<file path="src/rtl/snd_dma_seq.sv">
// Sound DMA sequencer: CPU register block plus fetch FSM that walks
// word addresses from start to end, feeding the shifter FIFO.
module snd_dma_seq #(
  parameter int AW = 23
) (
  input  logic          clk32,
  input  logic          resb,
  input  logic          CS,
  input  logic [3:0]    A,
  input  logic          RW,
  input  logic [7:0]    DIN,
  output logic [7:0]    DOUT,
  input  logic          SREQ,
  output logic          MREQ,
  input  logic          MACK,
  output logic [AW-1:0] MADDR,
  output logic          SLOAD_N,
  output logic          SINT,
  output logic          PLAYING
);

  typedef enum logic [2:0] {
    S_IDLE,
    S_ARM,
    S_WAIT,
    S_REQ,
    S_LOAD
  } state_t;

  state_t        state_q, state_d;
  logic          play_q, play_d;
  logic          loop_q, loop_d;
  logic [AW-1:0] start_q, start_d;
  logic [AW-1:0] end_q, end_d;
  logic [AW-1:0] cur_q, cur_d;
  logic [AW-1:0] fend_q, fend_d;
  logic          mreq_q, mreq_d;
  logic          sload_n_q, sload_n_d;
  logic          sint_q, sint_d;
  logic [AW-1:0] cur_inc;
  logic          play_clr;
  logic          wr;

  // Registers are word addresses; the CPU sees 24-bit byte addresses.
  function automatic logic [23:0] to_byte(input logic [AW-1:0] w);
    return 24'({w, 1'b0});
  endfunction

  function automatic logic [AW-1:0] wr_byte(
    input logic [AW-1:0] w,
    input logic [1:0]    sel,
    input logic [7:0]    d
  );
    logic [23:0] b;
    b = to_byte(w);
    unique case (1'b1)
      sel == 2'd0: b[23:16] = d;
      sel == 2'd1: b[15:8]  = d;
      default:     b[7:1]   = d[7:1];
    endcase
    return b[AW:1];
  endfunction

  always_comb begin
    state_d  = state_q;
    cur_d    = cur_q;
    fend_d   = fend_q;
    play_clr = 1'b0;
    sint_d   = 1'b0;
    cur_inc  = cur_q + AW'(1);
    unique case (state_q)
      S_IDLE: begin
        if (play_q) state_d = S_ARM;
      end
      S_ARM: begin
        cur_d  = start_q;
        fend_d = end_q;
        if (start_q == end_q) begin
          play_clr = 1'b1;
          state_d  = S_IDLE;
        end else begin
          state_d = S_WAIT;
        end
      end
      S_WAIT: begin
        if (!play_q)   state_d = S_IDLE;
        else if (SREQ) state_d = S_REQ;
      end
      S_REQ: begin
        if (MACK) state_d = S_LOAD;
      end
      S_LOAD: begin
        cur_d = cur_inc;
        if (cur_inc == fend_q) begin
          sint_d = 1'b1;
          if (loop_q) begin
            state_d = S_ARM;
          end else begin
            play_clr = 1'b1;
            state_d  = S_IDLE;
          end
        end else begin
          state_d = S_WAIT;
        end
      end
      default: state_d = S_IDLE;
    endcase
    mreq_d    = (state_d == S_REQ);
    sload_n_d = (state_d != S_LOAD);
  end

  // A CPU control write overrides the FSM's own play clear.
  always_comb begin
    wr      = CS & ~RW;
    start_d = start_q;
    end_d   = end_q;
    loop_d  = loop_q;
    play_d  = play_clr ? 1'b0 : play_q;
    if (wr) begin
      unique case (1'b1)
        A == 4'd0: begin
          play_d = DIN[0];
          loop_d = DIN[1];
        end
        A == 4'd1: start_d = wr_byte(start_q, 2'd0, DIN);
        A == 4'd2: start_d = wr_byte(start_q, 2'd1, DIN);
        A == 4'd3: start_d = wr_byte(start_q, 2'd2, DIN);
        A == 4'd7: end_d   = wr_byte(end_q, 2'd0, DIN);
        A == 4'd8: end_d   = wr_byte(end_q, 2'd1, DIN);
        A == 4'd9: end_d   = wr_byte(end_q, 2'd2, DIN);
        default: ;
      endcase
    end
  end

  always_comb begin
    DOUT = 8'h00;
    if (CS && RW) begin
      unique case (1'b1)
        A == 4'd0: DOUT = {6'b0, loop_q, play_q};
        A == 4'd1: DOUT = to_byte(start_q)[23:16];
        A == 4'd2: DOUT = to_byte(start_q)[15:8];
        A == 4'd3: DOUT = to_byte(start_q)[7:0];
        A == 4'd4: DOUT = to_byte(cur_q)[23:16];
        A == 4'd5: DOUT = to_byte(cur_q)[15:8];
        A == 4'd6: DOUT = to_byte(cur_q)[7:0];
        A == 4'd7: DOUT = to_byte(end_q)[23:16];
        A == 4'd8: DOUT = to_byte(end_q)[15:8];
        A == 4'd9: DOUT = to_byte(end_q)[7:0];
        default:   DOUT = 8'h00;
      endcase
    end
  end

  always_ff @(posedge clk32 or negedge resb) begin
    if (!resb) begin
      state_q   <= S_IDLE;
      play_q    <= 1'b0;
      loop_q    <= 1'b0;
      start_q   <= '0;
      end_q     <= '0;
      cur_q     <= '0;
      fend_q    <= '0;
      mreq_q    <= 1'b0;
      sload_n_q <= 1'b1;
      sint_q    <= 1'b0;
    end else begin
      state_q   <= state_d;
      play_q    <= play_d;
      loop_q    <= loop_d;
      start_q   <= start_d;
      end_q     <= end_d;
      cur_q     <= cur_d;
      fend_q    <= fend_d;
      mreq_q    <= mreq_d;
      sload_n_q <= sload_n_d;
      sint_q    <= sint_d;
    end
  end

  assign MREQ    = mreq_q;
  assign MADDR   = cur_q;
  assign SLOAD_N = sload_n_q;
  assign SINT    = sint_q;
  assign PLAYING = play_q;

endmodule

</file>
<file path="config.mk">
export PLATFORM = sky130hd
export DESIGN_NAME = snd_dma_seq
export DESIGN_NICKNAME = d
export VERILOG_FILES = /design/src/rtl/snd_dma_seq.sv
export SDC_FILE = /design/constraint.sdc
export NUM_CORES = 1
export LEC_CHECK = 0
export ABC_AREA = 0
export BUFFER_PORTS_ARGS = -buffer_cell sky130_fd_sc_hd__clkbuf_2
export CORE_MARGIN = 8
export CORE_UTILIZATION = 45
export DETAILED_ROUTE_END_ITERATION = 8
export PLACE_DENSITY_LB_ADDON = 0.12
export SYNTH_ARGS = -nofsm -noshare
export SYNTH_HDL_FRONTEND = slang
export SYNTH_SLANG_ARGS = --single-unit
</file>
<file path="constraint.sdc">
create_clock -name clk32 -period 4.85 [get_ports clk32]
set_input_delay 1.455 -clock clk32 [delete_from_list [all_inputs] [get_ports clk32]]
set_output_delay 1.455 -clock clk32 [all_outputs]
set_load 0.05 [all_outputs]
</file>
==> results.py <==
metrics = {
    "floorplanning": {
        "die_width_microns": 130,
        "die_h_microns": 130,
        "initial_core_util": 0.452,
        "ios": 53,
        "die_area_sq_mm": 0.0170,
        "core_sq_mm": 0.0130,
        "rows": 42,
    },
    "synth": {
        "ys_async_sr_fraction": 1.00,
        "synth_cells": 593,
        "synth_fp_nets": 612,
        "synth_warnings": 0,
        "synth_area_leaders": "dfrtp_1, mux2_2, xor2_1",
        "avgSynthCellArea_sq_um": 9.94,
        "ys_seq_area_frac": 0.425,
        "synth_flop_cell": "dfrtp_1",
        "synthDominantCellAreaShare": 0.420,
        "synth_edf_count": 0,
        "ys_top_cells_by_count": "dfrtp_1, mux2_2, nand2_1",
        "syn_area_sq_mm": 0.00589,
        "synth_area_leader_cell": "dfrtp_1",
        "ys_seq_elements": 100,
        "yosys.cell_count.top_type": "dfrtp_1",
        "synth_cell_type_count": 53,
    },
    "clock_network": {
        "cts_hold_buf": 0,
        "cts_tree": "yes",
        "cts_setup_buffers": 0,
        "cts_buffer_depth": 2,
        "clockRootBuffer": "clkbuf_16",
        "htreeDepth": 3,
        "clkSlewWorstSetupHoldPaths_ps": 70,
        "numClockSinks": 100,
        "clk_latency_ps": 350,
        "numCtsBuffers": 9,
        "cts_resized": 0,
    },
    "critical_path": {
        "crit_family": "simple AND/OR/NAND/NOR gates",
        "crit_buf_inv": 3,
        "slowest_delay_ps": 370,
        "worstPathCellList": "clkbuf_2 > or2_2 > nor2_1 > buf_4 > a22oi_1 > nor2_1 > a311oi_1 > nor2_1 > clkbuf_2",
        "crit_type": "in -> out",
        "cp_common_cell": "nor2_1",
        "critPathLaunchType": "input port",
        "r2r_setup_slack_ps": 1250,
        "path_max_fanout": 10,
        "arrival_ps": 3160,
        "cp.required_ps": 3390,
        "crit_slowest_cell": "or2_2",
        "crit_cells": 9,
        "endpoint_kind": "output pin",
        "r2r_cells": 8,
    },
    "placed_design": {
        "io_buffer_count": 52,
        "place.detailed.hpwl_mm": 14.8,
        "gp_congestion": 0.985,
        "postPlaceCellArea_sq_mm": 0.00642,
    },
    "route": {
        "viasPerCell": 6.08,
        "routed_wirelength_mm": 19.5,
        "dr.pass1.iters": 5,
        "routedWlPerCell_microns": 23.9,
        "via_count": 4975,
        "dr.first_iter.drc_count": 613,
        "ant_nets": 0,
        "drc": 0,
    },
    "min_path": {
        "whs_path_depth": 1,
        "hold_path.class": "reg -> reg",
    },
    "sta": {
        "tightest_slew_ps": 995,
        "finalSetupViolations": 0,
        "finalCriticalPeriod_ps": 4620,
        "hold_viol_final": 0,
        "fin_setup_tns_ps": 0,
        "fmax_ghz": 0.217,
        "maxSlewViolCount": 0,
        "fin_skew_ps": 11.7,
        "rsz0062_at_grt": "no",
        "slew_headroom": 0.337,
        "post-route-period-util": 0.952,
    },
    "finish": {
        "multiInputGateArea_sq_mm": 0.00322,
        "fin_nets": 656,
        "drive_gt1_frac": 0.254,
        "seq_area_sq_mm": 0.00250,
        "fillers": 1257,
        "final_core_util": 0.515,
        "final_area_sq_mm": 0.00672,
        "syn_to_final_growth_pct": 14.0,
        "antennaDiodeCount": 0,
    },
    "power_and_ir_drop": {
        "p_clk_frac": 0.192,
        "switching_share": 0.447,
        "power.internal_w": 0.00206,
        "power_frac_seq": 0.415,
        "power.density_mw_per_mm2": 555,
        "comb_power_share": 0.392,
        "total_leakage_power_nw": 2.93,
        "p_switching_w": 0.00166,
        "vdd_drop_max_mv": 0.262,
    },
    "run_status": {
        "outcome": "finished clean",
    },
    "global_route": {
        "grt_max_degree": 75,
        "grt_pass1_vias": 5011,
        "antenna_found_initial": 1,
        "grt_use_total": 0.244,
        "grt_first_pass_wirelength_mm": 30.6,
        "grt.overflow.total": 0,
    },
    "run": {
        "max_cap_violations": 0,
    },
}
[cells by family after synthesis]
| kind of cell | share of synthesized area |
|---|---|
| adder cells (fa/ha/maj) | 0.00212 |
| flip-flops | 0.425 |
| multiplexers | 0.159 |
| buffers and inverters | 0.0312 |
| XOR/XNOR | 0.0877 |
| AO/OA/AOI/OAI | 0.132 |
| AND/OR/NAND/NOR | 0.163 |
[power groups by stage]
stage          clock [W]  sequential, W  combinational (W)
6_report        0.000717        0.00155            0.00146
5_1_grt         0.000773        0.00158            0.00158
4_1_cts         0.000732        0.00154            0.00147
3_5_place_dp           0        0.00155            0.00146
3_3_place_gp           0        0.00154            0.00144
2_1_floorplan          0        0.00155           0.000984
[sequential cells by signal (all words and copies together), names as in the netlist]
register,count
MADDR,23
state_q,3
SINT,1
end_q,23
start_q,23
fend_q,23
SLOAD_N,1
PLAYING,1
loop_q,1
MREQ,1
[layer usage]
layer / up-vias / track usage / routed length, microns / share of wire
met5: - / 0.00926 / 13 / 0.00067
met4: 2 / 0.0959 / 558 / 0.029
met3: 45 / 0.0414 / 1090 / 0.056
met2: 187 / 0.377 / 8890 / 0.46
met1: 2482 / 0.334 / 8980 / 0.46
li1: 2259 / - / - / -
[placed cells by master, fill, tap and decap left out, drive strengths merged, types with 3 or more instances in the layout]
| cell | n |
|---|---|
| a21oi | 17 |
| a221o | 14 |
| a22oi | 9 |
| a31oi | 10 |
| and3 | 7 |
| and4 | 3 |
| buf | 21 |
| clkbuf | 58 |
| dfrtp | 99 |
| inv | 12 |
| mux2 | 64 |
| mux2i | 17 |
| nand2 | 60 |
| nand2b | 5 |
| nand3 | 13 |
| nand3b | 3 |
| nand4 | 14 |
| nor2 | 33 |
| nor2b | 4 |
| nor3 | 15 |
| nor3b | 6 |
| nor4 | 14 |
| o211ai | 3 |
| o21ai | 41 |
| o22ai | 4 |
| o311ai | 5 |
| or3 | 4 |
| xnor2 | 25 |
| xor2 | 34 |
[final cells by class]
class	count	area share
multi-input cells	448	0.479
flip-flops and latches	100	0.373
repair buffers	69	0.0667
clock buffers	10	0.0356
well taps	176	0.0328
clock inverters	6	0.00801
inverters	9	0.00503
[through the flow]
stage	power [W]	worst slack, ps	std cells	hold WS [ps]
floorplan	0.00253	9.94	593	480
global placement	0.00298	241	802	511
detailed placement	0.00302	259	802	517
CTS	0.00374	248	818	532
global route	0.00394	131	818	556
finish	0.00373	234	818	531
[worst paths after layout]
check,start,endpoint
worst max-delay path,A[2],DOUT[6]
worst min-delay path,fend_q[22],fend_q[22]
worst max register to register,MADDR[9],state_q[1]
worst min register to register,fend_q[22],fend_q[22]
max in group asynchronous,resb,end_q[22]
min in group asynchronous,resb,MADDR[11]
Note: power is estimated with default switching activity, not from simulation.
